## src/rtl/max_pool_downsampler.sv

```systemverilog
// Streaming 2x2 stride-2 max-pool for raster-order 8-bit pixels.
// Each odd row merges its pairwise maxima with the even-row maxima held in a half-width line buffer.
module max_pool_downsampler #(
    parameter int WIDTH  = 640,
    parameter int HEIGHT = 480
) (
    input  logic       clk,
    input  logic       reset,
    input  logic       valid_i,
    input  logic [7:0] pixel_i,
    output logic       valid_o,
    output logic [7:0] pixel_o,
    output logic       frame_done
);
    // state    | meaning
    // ROW_EVEN | top row of a window band; pairwise maxima go to the line buffer
    // ROW_ODD  | bottom row; pairwise maxima merge with the line buffer and emit

    localparam int CW = $clog2(WIDTH);
    localparam int RW = $clog2(HEIGHT);
    localparam logic [CW-1:0] COL_LAST = CW'(WIDTH - 1);
    localparam logic [RW-1:0] ROW_LAST = RW'(HEIGHT - 1);

    typedef enum logic {
        ROW_EVEN = 1'b0,
        ROW_ODD  = 1'b1
    } state_t;

    state_t        r_state;
    logic [CW-1:0] r_col;
    logic [RW-1:0] r_row;
    logic [7:0]    r_hold;
    logic [7:0]    r_pixel;
    logic          r_valid;
    logic          r_done;
    logic [7:0]    r_linebuf [WIDTH/2];

    logic [CW-2:0] w_addr;
    logic          w_col_last;
    logic          w_row_last;
    logic [7:0]    w_pair;
    logic [7:0]    w_above;
    logic [7:0]    w_quad;

    assign w_addr     = r_col[CW-1:1];
    assign w_col_last = (r_col == COL_LAST);
    assign w_row_last = (r_row == ROW_LAST);
    assign w_pair     = (r_hold >= pixel_i) ? r_hold : pixel_i;
    assign w_above    = r_linebuf[w_addr];
    assign w_quad     = (w_above >= w_pair) ? w_above : w_pair;

    always_ff @(posedge clk or negedge reset) begin
        if (!reset) begin
            r_state <= ROW_EVEN;
            r_col   <= '0;
            r_row   <= '0;
            r_hold  <= 8'h00;
            r_pixel <= 8'h00;
            r_valid <= 1'b0;
            r_done  <= 1'b0;
        end else begin
            r_valid <= 1'b0;
            r_done  <= 1'b0;
            if (valid_i) begin
                if (!r_col[0]) begin
                    r_hold <= pixel_i;
                end else if (r_state == ROW_ODD) begin
                    r_pixel <= w_quad;
                    r_valid <= 1'b1;
                    r_done  <= w_row_last && w_col_last;
                end

                if (w_col_last) begin
                    r_col   <= '0;
                    r_row   <= w_row_last ? '0 : r_row + 1'b1;
                    r_state <= (r_state == ROW_EVEN) ? ROW_ODD : ROW_EVEN;
                end else begin
                    r_col <= r_col + 1'b1;
                end
            end
        end
    end

    // Not reset: every entry is rewritten in the even row before the odd row reads it.
    always_ff @(posedge clk) begin
        if (valid_i && r_col[0] && (r_state == ROW_EVEN)) begin
            r_linebuf[w_addr] <= w_pair;
        end
    end

    assign valid_o    = r_valid;
    assign pixel_o    = r_pixel;
    assign frame_done = r_done;

endmodule

```

## config.mk

```make
export PLATFORM = sky130hd
export DESIGN_NAME = max_pool_downsampler
export DESIGN_NICKNAME = d
export VERILOG_FILES = /design/src/rtl/max_pool_downsampler.sv
export SDC_FILE = /design/constraint.sdc
export NUM_CORES = 2
export LEC_CHECK = 0
export CORE_MARGIN = 2
export CORE_UTILIZATION = 42
export CTS_CLUSTER_DIAMETER = 150
export DETAILED_ROUTE_END_ITERATION = 10
export REMOVE_ABC_BUFFERS = 1
export SYNTH_ARGS = -nofsm -noshare
export SYNTH_HDL_FRONTEND = slang
export SYNTH_SLANG_ARGS = --single-unit
```

## constraint.sdc

```tcl
create_clock -name clk -period 16.3 [get_ports clk]
set_input_delay 2.445 -clock clk [delete_from_list [all_inputs] [get_ports clk]]
set_output_delay 2.445 -clock clk [all_outputs]
set_load 0.05 [all_outputs]
```

==> flow_metrics.py <==
metrics = {
    "logic_synthesis": {
        "syn_avg_cell_area_um2": 20.5,
        "yosysMostFrequentCell": "edfxtp_1",
        "ys_seq_area_share_pct": 76.2,
        "yosysTopAreaCellShare_pct": 75.2,
        "synth_area_leaders": "edfxtp_1 (75%), mux4_2 (11%), mux2i_1 (3.4%), nor2_1 (1.3%), dfrtp_1 (0.93%)",
        "synth.distinct_cells": 87,
        "synth_ff_type": "edfxtp_1",
        "ys_warn_count": 0,
        "synth_area_leader_cell": "edfxtp_1",
        "synth-edff-count": 2560,
        "mappedNetlistArea_um2": 102000,
        "yosys-top-cells-count": "edfxtp_1 (2560), mux4_2 (513), nor2_1 (366)",
        "netlist_instances": 4985,
        "ys_async_sr_fraction_pct": 1.46,
        "ys_ff_latch": 2598,
    },
    "critical_path": {
        "ff2ff_path_depth": 18,
        "crit_cells": 18,
        "regToRegEndpoint": "pixel_o[2]",
        "reg2reg_from": "r_col[1]",
        "crit_chain": "buf_4 -> buf_4 -> buf_4 -> buf_4 -> mux4_2 -> nor2_1 -> nor4_1 -> a41o_1 -> nor4_1 -> nand4_1 -> or3_1 -> ha_1 -> and3_1 -> a21oi_1 -> o21ai_0 -> o22ai_1 -> nor4_1 -> o41ai_1",
        "r2r_slack_ns": 8.13,
        "cp-startpoint": "r_col[1]",
        "cp-end-kind": "flop",
        "path_class": "flop to flop",
        "crit_end": "pixel_o[2]",
        "crit_path_max_incr_delay_ns": 0.91,
        "cp.required_ns": 17.09,
        "critical_path.top_delay_family": "buffers and inverters",
        "cp_slowest_cell": "dfrtp_4",
        "critPathBufInv": 4,
        "crit_fanout": 34,
        "start_kind": "flop",
        "cp.arrival_ns": 8.96,
        "crit_path_frequent_cell": "buf_4",
    },
    "clock_network": {
        "post_cts_buffers": 0,
        "cts-root-buf": "clkbuf_16",
        "clock_latency_ns": 0.95,
        "clock-sinks": 2598,
        "postCtsHoldBufs": 0,
        "clk_pin_slew_ns": 0.06,
        "clockBufferDepth": 4,
        "cts_resized": 0,
        "htreeDepth": 5,
        "cts_made_buffers": 282,
        "cts_tree": "yes",
    },
    "global_route": {
        "grt_pass1_wl_um": 404000,
        "grt_antenna_before_repair": 10,
        "grt_pass1_vias": 51300,
        "grt_max_degree": 159,
        "grt_overflow_total": 0,
        "track_usage_pct": 23.1,
    },
    "layout": {
        "utilization_pct": 47.0,
        "finalNetCount": 5142,
        "fillers": 19900,
        "drive_gt1_share_pct": 20.3,
        "multi_input_area_um2": 22500,
        "design_area_um2": 114000,
        "syn_to_final_growth_pct": 11.7,
        "ff_latch_area_um2": 77800,
    },
    "job": {
        "cap_viol_max_count": 0,
    },
    "place": {
        "dpl.hpwl_um": 172000,
        "placed_cell_area_um2": 106000,
        "port_buffers": 20,
        "gp_congestion": 0.883,
    },
    "sta": {
        "relSlewSlack_pct": 15.1,
        "setup_violations": 0,
        "grt_setup_unrepaired": "false",
        "fin_crit_ns": 8.17,
        "skew_ns": 0.0627,
        "clock.fmax_mhz": 122,
        "report.final.slew_viol_count": 0,
        "tightestPinTransition_ns": 1.26,
        "hold_viol": 0,
        "finalCritPeriodShare_pct": 50.1,
        "setup_tns_ns": 0,
    },
    "floorplanning": {
        "io_pins": 21,
        "core_um2": 243000,
        "die_h_um": 497,
        "initial_utilization_pct": 42.1,
        "dieArea_um2": 247000,
        "num_rows": 181,
        "die_x_um": 497,
    },
    "pwr": {
        "powerDensity_nw_per_um2": 174,
        "p_leak_nw": 35.9,
        "peakVddDrop_mv": 0.141,
    },
    "route": {
        "ant_nets": 0,
        "drt_first_pass_iters": 5,
        "vias": 52200,
        "wl_per_cell_um": 34.0,
        "vias_per_cell": 6.14,
        "first_iter_violations": 7111,
        "post-route-drc-count": 0,
        "wirelength_um": 289000,
    },
    "run_status": {
        "status": "finished clean",
    },
    "min_path": {
        "hp-class": "flop to flop",
    },
}
[final cells by class]
type,count,share of cell area (%)
antenna,4,0.00877
sequential,2598,68.2
timing repair buffer,153,1.09
multi-input combinational,2051,19.7
clock buffer,352,6.63
inverter,27,0.115
tap,3202,3.51
clock inverter,125,0.747
[flip-flops by register name (all words and copies together) (netlist names)]
signal / flops
r_linebuf: 2560
r_col: 10
pixel_o: 8
r_row: 9
r_state: 1
r_hold: 8
valid_o: 1
frame_done: 1
[through the flow]
stage	cells	power, mW	setup WS [ns]	hold slack [ns]
floorplan	4676	13.3	-16.32	0.467
global placement	8031	13.9	8.04	0.497
detailed placement	8031	14.0	7.77	0.507
CTS	8508	19.9	8.16	0.522
global route	8509	20.4	7.82	0.544
finish	8512	19.8	8.13	0.516
[power by group]
| group | leakage, nW | switching (mW) | internal [mW] | total [mW] |
|---|---|---|---|---|
| logic | 8.23 | 3.88 | 2.02 | 5.90 |
| clock network | 4.12 | 2.54 | 3.43 | 5.97 |
| registers | 23.5 | 0.120 | 7.85 | 7.97 |
[cell usage in the layout (no fill, tap or decap), drive strengths merged, types with 19 or more instances in the layout]
cell type	synthesis	final
a21oi	46	46
a221oi	43	43
a22oi	126	126
buf	176	134
clkbuf	133	352
clkdlybuf4s50	0	19
clkinv	2	105
dfrtp	38	38
edfxtp	2560	2560
inv	25	31
mux2i	344	344
mux4	535	535
nand2	147	147
nand3	54	54
nand4	26	26
nor2	366	366
o21ai	43	43
o22ai	58	58
[cells by family (layout without fill, tap and decap cells)]
group                      Yosys count  after routing  share of synthesized area, %
buffers and inverters              336            657                          2.09
muxes                              887            887                          15.3
xor gates and xnor gates            15             15                         0.129
other                                0              4                             0
DFF                               2598           2598                          76.2
and+or+nand+nor                    702            702                          3.02
adders and majority gates           18             18                         0.220
AOI/OAI and AO/OA                  429            429                          3.05
[worst reg2reg max path, delay by kind of cell, from the launching register on]
kind,cells,cell delay (ns)
compound gates,5,1.61
fa+ha+maj,1,0.34
simple gates,7,1.94
flops,1,0.91
mux,1,0.62
buf+inv,4,2.60
[routing by layer]
layer / GRT usage [%] / part of all wire (%) / vias to the layer above
met5: 0 / 0.0090 / -
met4: 9.20 / 4.2 / 4
met3: 5.08 / 9.4 / 552
met2: 35.5 / 46 / 2701
met1: 32.1 / 40 / 28100
li1: - / - / 20900
[worst min path at each step]
stage | start | cells after the start | to
floorplan | r_hold[5] | 2 | r_hold[5]
global placement | r_hold[7] | 2 | r_hold[7]
detailed placement | r_row[4] | 1 | r_row[4]
CTS | r_row[4] | 1 | r_row[4]
global route | r_row[4] | 1 | r_row[4]
finish | r_row[4] | 1 | r_row[4]
(Power assumes the default switching activity.)
